==> src/rtl/rggen_axi4lite_slice_if.sv <==
// AXI4-Lite interface shared by the rggen bridge and the register slice.
interface rggen_axi4lite_if #(
    parameter int unsigned ADDRESS_WIDTH = 16,
    parameter int unsigned BUS_WIDTH     = 32
);
    logic                     awvalid;
    logic                     awready;
    logic [ADDRESS_WIDTH-1:0] awaddr;
    logic [2:0]               awprot;
    logic                     wvalid;
    logic                     wready;
    logic [BUS_WIDTH-1:0]     wdata;
    logic [BUS_WIDTH/8-1:0]   wstrb;
    logic                     bvalid;
    logic                     bready;
    logic [1:0]               bresp;
    logic                     arvalid;
    logic                     arready;
    logic [ADDRESS_WIDTH-1:0] araddr;
    logic [2:0]               arprot;
    logic                     rvalid;
    logic                     rready;
    logic [BUS_WIDTH-1:0]     rdata;
    logic [1:0]               rresp;

    modport master (
        output awvalid, awaddr, awprot, wvalid, wdata, wstrb, bready,
        output arvalid, araddr, arprot, rready,
        input  awready, wready, bvalid, bresp, arready, rvalid, rdata, rresp
    );

    modport slave (
        input  awvalid, awaddr, awprot, wvalid, wdata, wstrb, bready,
        input  arvalid, araddr, arprot, rready,
        output awready, wready, bvalid, bresp, arready, rvalid, rdata, rresp
    );
endinterface

==> src/rtl/rggen_axi4lite_slice.sv <==
// AXI4-Lite register slice: 2-entry skid buffer on AW, W, AR (and B, R when
// RGGEN_AXI4LITE_SLICE_RESP_EN is defined).
module rggen_axi4lite_slice #(
    parameter int unsigned ADDRESS_WIDTH = 16,
    parameter int unsigned BUS_WIDTH     = 32
) (
    input logic                  i_clk,
    input logic                  i_rst,
    rggen_axi4lite_if.slave      slave_if,
    rggen_axi4lite_if.master     master_if
);
    typedef enum logic [1:0] {StEmpty, StOne, StFull} state_e;

    // Channel index: 0=AW, 1=W, 2=AR, 3=B, 4=R
    function automatic int unsigned ch_width(int unsigned c);
        case (c)
            0, 2:    return ADDRESS_WIDTH + 3;
            1:       return BUS_WIDTH + BUS_WIDTH / 8;
            3:       return 2;
            default: return BUS_WIDTH + 2;
        endcase
    endfunction

`ifdef RGGEN_AXI4LITE_SLICE_RESP_EN
    localparam int unsigned NUM_CH = 5;
`else
    localparam int unsigned NUM_CH = 3;

    assign slave_if.bvalid  = master_if.bvalid;
    assign slave_if.bresp   = master_if.bresp;
    assign master_if.bready = slave_if.bready;
    assign slave_if.rvalid  = master_if.rvalid;
    assign slave_if.rdata   = master_if.rdata;
    assign slave_if.rresp   = master_if.rresp;
    assign master_if.rready = slave_if.rready;
`endif

    for (genvar c = 0; c < NUM_CH; c++) begin : g_ch
        localparam int unsigned W = ch_width(c);

        state_e         state;
        logic           up_valid;
        logic           up_ready_q;
        logic [W-1:0]   up_data;
        logic           dn_valid_q;
        logic           dn_ready;
        logic [W-1:0]   main_q;
        logic [W-1:0]   skid_q;
        logic           up_fire;
        logic           dn_fire;

        assign up_fire = up_valid & up_ready_q;
        assign dn_fire = dn_valid_q & dn_ready;

        if (c == 0) begin : g_aw
            assign up_valid                             = slave_if.awvalid;
            assign up_data                              = {slave_if.awaddr, slave_if.awprot};
            assign slave_if.awready                     = up_ready_q;
            assign dn_ready                             = master_if.awready;
            assign master_if.awvalid                    = dn_valid_q;
            assign {master_if.awaddr, master_if.awprot} = main_q;
        end else if (c == 1) begin : g_w
            assign up_valid                           = slave_if.wvalid;
            assign up_data                            = {slave_if.wdata, slave_if.wstrb};
            assign slave_if.wready                    = up_ready_q;
            assign dn_ready                           = master_if.wready;
            assign master_if.wvalid                   = dn_valid_q;
            assign {master_if.wdata, master_if.wstrb} = main_q;
        end else if (c == 2) begin : g_ar
            assign up_valid                             = slave_if.arvalid;
            assign up_data                              = {slave_if.araddr, slave_if.arprot};
            assign slave_if.arready                     = up_ready_q;
            assign dn_ready                             = master_if.arready;
            assign master_if.arvalid                    = dn_valid_q;
            assign {master_if.araddr, master_if.arprot} = main_q;
        end else if (c == 3) begin : g_b
            assign up_valid         = master_if.bvalid;
            assign up_data          = master_if.bresp;
            assign master_if.bready = up_ready_q;
            assign dn_ready         = slave_if.bready;
            assign slave_if.bvalid  = dn_valid_q;
            assign slave_if.bresp   = main_q;
        end else begin : g_r
            assign up_valid                         = master_if.rvalid;
            assign up_data                          = {master_if.rdata, master_if.rresp};
            assign master_if.rready                 = up_ready_q;
            assign dn_ready                         = slave_if.rready;
            assign slave_if.rvalid                  = dn_valid_q;
            assign {slave_if.rdata, slave_if.rresp} = main_q;
        end

        // Main reg is held while stalled; a new beat lands in the skid reg instead.
        always_ff @(posedge i_clk or posedge i_rst) begin
            if (i_rst) begin
                state      <= StEmpty;
                up_ready_q <= 1'b0;
                dn_valid_q <= 1'b0;
                main_q     <= '0;
                skid_q     <= '0;
            end else begin
                case (state)
                    StEmpty: begin
                        up_ready_q <= 1'b1;
                        if (up_fire) begin
                            main_q     <= up_data;
                            dn_valid_q <= 1'b1;
                            state      <= StOne;
                        end
                    end
                    StOne: begin
                        if (up_fire && dn_fire) begin
                            main_q <= up_data;
                        end else if (up_fire) begin
                            skid_q     <= up_data;
                            up_ready_q <= 1'b0;
                            state      <= StFull;
                        end else if (dn_fire) begin
                            dn_valid_q <= 1'b0;
                            state      <= StEmpty;
                        end
                    end
                    StFull: begin
                        if (dn_fire) begin
                            main_q     <= skid_q;
                            up_ready_q <= 1'b1;
                            state      <= StOne;
                        end
                    end
                    default: begin
                        state      <= StEmpty;
                        up_ready_q <= 1'b0;
                        dn_valid_q <= 1'b0;
                    end
                endcase
            end
        end
    end
endmodule

==> src/flat_wrapper.sv <==
// flat-port wrapper written by rule: the top's interface ports become plain ports
module rggen_axi4lite_slice_flat 
#(
    parameter int unsigned ADDRESS_WIDTH = 16,
    parameter int unsigned BUS_WIDTH     = 32
)
  (i_clk, i_rst, slave_if_awvalid, slave_if_awaddr, slave_if_awprot, slave_if_wvalid, slave_if_wdata, slave_if_wstrb, slave_if_bready, slave_if_arvalid, slave_if_araddr, slave_if_arprot, slave_if_rready, slave_if_awready, slave_if_wready, slave_if_bvalid, slave_if_bresp, slave_if_arready, slave_if_rvalid, slave_if_rdata, slave_if_rresp, master_if_awvalid, master_if_awaddr, master_if_awprot, master_if_wvalid, master_if_wdata, master_if_wstrb, master_if_bready, master_if_arvalid, master_if_araddr, master_if_arprot, master_if_rready, master_if_awready, master_if_wready, master_if_bvalid, master_if_bresp, master_if_arready, master_if_rvalid, master_if_rdata, master_if_rresp);
  rggen_axi4lite_if #(.ADDRESS_WIDTH(ADDRESS_WIDTH), .BUS_WIDTH(BUS_WIDTH)) slave_if_i ();
  rggen_axi4lite_if #(.ADDRESS_WIDTH(ADDRESS_WIDTH), .BUS_WIDTH(BUS_WIDTH)) master_if_i ();
  input logic i_clk;
  input logic i_rst;
  input wire logic [$bits(slave_if_i.awvalid)-1:0] slave_if_awvalid;
  input wire logic [$bits(slave_if_i.awaddr)-1:0] slave_if_awaddr;
  input wire logic [$bits(slave_if_i.awprot)-1:0] slave_if_awprot;
  input wire logic [$bits(slave_if_i.wvalid)-1:0] slave_if_wvalid;
  input wire logic [$bits(slave_if_i.wdata)-1:0] slave_if_wdata;
  input wire logic [$bits(slave_if_i.wstrb)-1:0] slave_if_wstrb;
  input wire logic [$bits(slave_if_i.bready)-1:0] slave_if_bready;
  input wire logic [$bits(slave_if_i.arvalid)-1:0] slave_if_arvalid;
  input wire logic [$bits(slave_if_i.araddr)-1:0] slave_if_araddr;
  input wire logic [$bits(slave_if_i.arprot)-1:0] slave_if_arprot;
  input wire logic [$bits(slave_if_i.rready)-1:0] slave_if_rready;
  output wire logic [$bits(slave_if_i.awready)-1:0] slave_if_awready;
  output wire logic [$bits(slave_if_i.wready)-1:0] slave_if_wready;
  output wire logic [$bits(slave_if_i.bvalid)-1:0] slave_if_bvalid;
  output wire logic [$bits(slave_if_i.bresp)-1:0] slave_if_bresp;
  output wire logic [$bits(slave_if_i.arready)-1:0] slave_if_arready;
  output wire logic [$bits(slave_if_i.rvalid)-1:0] slave_if_rvalid;
  output wire logic [$bits(slave_if_i.rdata)-1:0] slave_if_rdata;
  output wire logic [$bits(slave_if_i.rresp)-1:0] slave_if_rresp;
  output wire logic [$bits(master_if_i.awvalid)-1:0] master_if_awvalid;
  output wire logic [$bits(master_if_i.awaddr)-1:0] master_if_awaddr;
  output wire logic [$bits(master_if_i.awprot)-1:0] master_if_awprot;
  output wire logic [$bits(master_if_i.wvalid)-1:0] master_if_wvalid;
  output wire logic [$bits(master_if_i.wdata)-1:0] master_if_wdata;
  output wire logic [$bits(master_if_i.wstrb)-1:0] master_if_wstrb;
  output wire logic [$bits(master_if_i.bready)-1:0] master_if_bready;
  output wire logic [$bits(master_if_i.arvalid)-1:0] master_if_arvalid;
  output wire logic [$bits(master_if_i.araddr)-1:0] master_if_araddr;
  output wire logic [$bits(master_if_i.arprot)-1:0] master_if_arprot;
  output wire logic [$bits(master_if_i.rready)-1:0] master_if_rready;
  input wire logic [$bits(master_if_i.awready)-1:0] master_if_awready;
  input wire logic [$bits(master_if_i.wready)-1:0] master_if_wready;
  input wire logic [$bits(master_if_i.bvalid)-1:0] master_if_bvalid;
  input wire logic [$bits(master_if_i.bresp)-1:0] master_if_bresp;
  input wire logic [$bits(master_if_i.arready)-1:0] master_if_arready;
  input wire logic [$bits(master_if_i.rvalid)-1:0] master_if_rvalid;
  input wire logic [$bits(master_if_i.rdata)-1:0] master_if_rdata;
  input wire logic [$bits(master_if_i.rresp)-1:0] master_if_rresp;
  assign slave_if_i.awvalid = slave_if_awvalid;
  assign slave_if_i.awaddr = slave_if_awaddr;
  assign slave_if_i.awprot = slave_if_awprot;
  assign slave_if_i.wvalid = slave_if_wvalid;
  assign slave_if_i.wdata = slave_if_wdata;
  assign slave_if_i.wstrb = slave_if_wstrb;
  assign slave_if_i.bready = slave_if_bready;
  assign slave_if_i.arvalid = slave_if_arvalid;
  assign slave_if_i.araddr = slave_if_araddr;
  assign slave_if_i.arprot = slave_if_arprot;
  assign slave_if_i.rready = slave_if_rready;
  assign slave_if_awready = slave_if_i.awready;
  assign slave_if_wready = slave_if_i.wready;
  assign slave_if_bvalid = slave_if_i.bvalid;
  assign slave_if_bresp = slave_if_i.bresp;
  assign slave_if_arready = slave_if_i.arready;
  assign slave_if_rvalid = slave_if_i.rvalid;
  assign slave_if_rdata = slave_if_i.rdata;
  assign slave_if_rresp = slave_if_i.rresp;
  assign master_if_awvalid = master_if_i.awvalid;
  assign master_if_awaddr = master_if_i.awaddr;
  assign master_if_awprot = master_if_i.awprot;
  assign master_if_wvalid = master_if_i.wvalid;
  assign master_if_wdata = master_if_i.wdata;
  assign master_if_wstrb = master_if_i.wstrb;
  assign master_if_bready = master_if_i.bready;
  assign master_if_arvalid = master_if_i.arvalid;
  assign master_if_araddr = master_if_i.araddr;
  assign master_if_arprot = master_if_i.arprot;
  assign master_if_rready = master_if_i.rready;
  assign master_if_i.awready = master_if_awready;
  assign master_if_i.wready = master_if_wready;
  assign master_if_i.bvalid = master_if_bvalid;
  assign master_if_i.bresp = master_if_bresp;
  assign master_if_i.arready = master_if_arready;
  assign master_if_i.rvalid = master_if_rvalid;
  assign master_if_i.rdata = master_if_rdata;
  assign master_if_i.rresp = master_if_rresp;
  rggen_axi4lite_slice #(.ADDRESS_WIDTH(ADDRESS_WIDTH), .BUS_WIDTH(BUS_WIDTH)) u_core (.i_clk(i_clk), .i_rst(i_rst), .slave_if(slave_if_i), .master_if(master_if_i));
endmodule
==> config.mk <==
export PLATFORM = sky130hd
export DESIGN_NAME = rggen_axi4lite_slice_flat
export DESIGN_NICKNAME = d
export VERILOG_FILES = /design/src/rtl/rggen_axi4lite_slice_if.sv /design/src/rtl/rggen_axi4lite_slice.sv /design/src/flat_wrapper.sv
export SDC_FILE = /design/constraint.sdc
export NUM_CORES = 1
export LEC_CHECK = 0
export CAP_MARGIN = 20
export CORE_MARGIN = 1.5
export CORE_UTILIZATION = 42
export CTS_CLUSTER_DIAMETER = 120
export CTS_CLUSTER_SIZE = 10
export DETAILED_ROUTE_END_ITERATION = 8
export PLACE_DENSITY = 0.76
export SYNTH_ARGS = -nofsm -noshare
export SYNTH_HDL_FRONTEND = slang
export SYNTH_SLANG_ARGS = --single-unit
==> constraint.sdc <==
create_clock -name i_clk -period 4.7 [get_ports i_clk]
set_clock_uncertainty 0.1 [all_clocks]
set_input_delay 0.47 -clock i_clk [delete_from_list [all_inputs] [get_ports i_clk]]
set_output_delay 0.47 -clock i_clk [all_outputs]
set_load 0.01 [all_outputs]
==> flow_metrics.env <==
export IMPL_ctsResizeCount=0
export IMPL_ant_nets=0
export IMPL_drv_cap=0
export IMPL_hpwl_mm=10.4
export IMPL_core_um2=18000
export IMPL_port_buffers=161
export IMPL_yosysTopAreaCell="dfrtp_1"
export IMPL_hold_ws_ns=0.403
export IMPL_io_pins=242
export IMPL_fill_cells=1470
export IMPL_synth_seq_cells=160
export IMPL_h_tree_depth=4
export IMPL_syn_cell_area_um2=7670
export IMPL_cts_tree="yes"
export IMPL_antenna_found_initial=0
export IMPL_setup_viol=0
export IMPL_grt_setup_unrepaired="no"
export IMPL_clk_path_buf_depth=2
export IMPL_synth_most_common_cell="mux2_2"
export IMPL_ys_warn_count=0
export IMPL_yosys_top_cells_count="163 x mux2_2, 160 x dfrtp_1, 58 x mux2_4"
export IMPL_power_total_mw=6.69
export IMPL_place_area_um2=9120
export IMPL_maxSlewHeadroom_pct=34.9
export IMPL_grt_pass1_wl_mm=25.4
export IMPL_dieHeight_um=138
export IMPL_async_reset_ff_share_pct=100
export IMPL_syn_avg_cell_area_um2=15.1
export IMPL_wire_per_inst_um=17.6
export IMPL_utilization_pct=54.0
export IMPL_first_iter_violations=106
export IMPL_yosys_area_top_type_share_pct=52.2
export IMPL_syn_num_nets=630
export IMPL_cp_end_kind="register"
export IMPL_clock_sinks=160
export IMPL_crit_arrival_ns=2.96
export IMPL_fin_nets=752
export IMPL_required_ns=4.89
export IMPL_multiInputGateArea_um2=3160
export IMPL_fmax_mhz=362
export IMPL_grt_ovfl_total=0
export IMPL_area_growth_pct=26.4
export IMPL_ff_latch_area_um2=4000
export IMPL_routed_via_density=5.09
export IMPL_ys_flop_type="dfrtp_1"
export IMPL_min_path_type="register to register"
export IMPL_insertion_delay_ns=0.41
export IMPL_yosysSeqAreaShare_pct=52.2
export IMPL_cts_hold_buffers=0
export IMPL_drive_gt1_share_pct=41.0
export IMPL_root_buffer="clkbuf_16"
export IMPL_routed_wl_mm=15.3
export IMPL_gp_congestion=0.706
export IMPL_n_antenna_cell=0
export IMPL_track_usage_pct=16.5
export IMPL_route_detailed_drc=0
export IMPL_worst_pin_slew_ns=0.974
export IMPL_post_cts_buffers=0
export IMPL_yosys_top_cells_area="dfrtp_1 52%, mux2_2 24%, mux2_4 11%"
export IMPL_leakagePower_nw=4.20
export IMPL_detail_route_first_pass_iterations=4
export IMPL_startpoint_type="register"
export IMPL_finish_instance_area_um2=9700
export IMPL_fin_crit_ns=2.77
export IMPL_status="completed"
export IMPL_path_max_fanout=38
export IMPL_synth_edf_count=0
export IMPL_ir_worst_vdd_uv=388
export IMPL_slew_viol_final=0
export IMPL_cts_reportedPaths_clkPinSlew_ns=0.06
export IMPL_critical_path_class="register to register"
export IMPL_initial_core_util_pct=42.7
export IMPL_dr_total_vias=4437
export IMPL_ys_types=35
export IMPL_die_w_um=138
export IMPL_p_per_area_nw_per_um2=689
export IMPL_grt_max_degree=161
export IMPL_hold_violations=0
export IMPL_cts_buffers=17
export IMPL_syn_inst=508
export IMPL_grt_pass1_vias=4938
export IMPL_row_count=49
export IMPL_post_route_period_util_pct=58.8
export IMPL_finalSetupTns_ns=0
export IMPL_dieArea_um2=19100
-- power by group --
part	total, mW	switching [mW]	internal (mW)	leakage (nW)
logic	2.81	1.01	1.80	2.02
registers	2.53	0.441	2.09	1.89
clock network	1.34	0.534	0.809	0.277
-- metal layers --
layer / global-route usage (%) / routed length (um) / vias up
li1: - / - / 2011
met1: 18.4 / 6190 / 2274
met2: 28.5 / 7730 / 117
met3: 6.55 / 1130 / 35
met4: 5.98 / 299 / 0
met5: 0 / 0 / -
-- sequential cells by signal, summed over array words and instances, names as in the netlist --
signal / count
u_core.g_ch.main_q: 74
u_core.master_if.awvalid: 1
u_core.master_if.arvalid: 1
u_core.master_if.wvalid: 1
u_core.slave_if.awready: 1
u_core.slave_if.wready: 1
u_core.g_ch.state: 6
u_core.slave_if.arready: 1
u_core.g_ch.skid_q: 74
-- placed cells by master, fill, tap and decap left out, types with 2 or more instances in the layout --
master,n
mux2i_1,2
clkbuf_8,2
nor2_1,4
mux2_2,163
inv_6,2
mux2_4,58
clkinv_2,3
a211o_1,3
o32ai_4,2
o21bai_1,2
and3b_1,2
and2_1,2
o21ai_0,5
dfrtp_1,160
clkbuf_1,3
buf_4,2
a22oi_1,2
clkdlybuf4s50_1,161
nand2_1,9
a21boi_0,2
a21oi_1,5
inv_1,5
nand2_2,2
bufinv_16,2
a21boi_2,2
o22ai_1,2
nand2b_1,3
clkinvlp_4,3
clkbuf_16,17
-- stage by stage --
| step | worst slack (ns) | instances |
|---|---|---|
| 6_report | 1.93 | 871 |
| 5_1_grt | 1.83 | 871 |
| 4_1_cts | 1.93 | 870 |
| 3_5_place_dp | 1.70 | 839 |
| 3_3_place_gp | 1.74 | 839 |
| 2_1_floorplan | 2.10 | 508 |
-- path summary, 6_finish.rpt --
path | startpoint | to | slack, ns | cells after the start
setup / recovery | u_core.g_ch[1].state[1] | u_core.g_ch[1].main_q[2] | 1.93 | 4
hold / removal | u_core.g_ch[1].skid_q[31] | u_core.g_ch[1].skid_q[31] | 0.40 | 1
setup reg to reg | u_core.g_ch[1].state[1] | u_core.g_ch[1].main_q[2] | 1.93 | 4
hold reg to reg | u_core.g_ch[1].skid_q[31] | u_core.g_ch[1].skid_q[31] | 0.40 | 1
max in group asynchronous | i_rst | u_core.g_ch[2].skid_q[10] | 3.31 | 3
min in group asynchronous | i_rst | u_core.g_ch[1].main_q[3] | 0.56 | 3
-- worst max-delay path, cell delays in order (launching register included) --
cell and delay [ns]:
dfrtp_1 0.54, nand2b_4 0.47, o32ai_4 0.63, buf_4 0.53, mux2_4 0.35
-- logic make-up (layout without fill, tap and decap cells) --
group | count (synthesis) | count (layout) | synth area share (%)
buffers and inverters | 68 | 202 | 6.68
multiplexers | 224 | 224 | 35.7
flip-flops | 160 | 160 | 52.2
AND/OR/NAND/NOR | 27 | 27 | 2.05
AO/OA/AOI/OAI | 29 | 29 | 3.42
-- layout make-up --
cell class,instances,area share (%)
clock buffer,22,4.78
inverter,6,0.271
timing repair buffer,165,17.1
clock inverter,9,1.11
tap,229,2.95
multi-input combinational,280,32.5
sequential,160,41.3
Power figures use the tool's default switching activity.
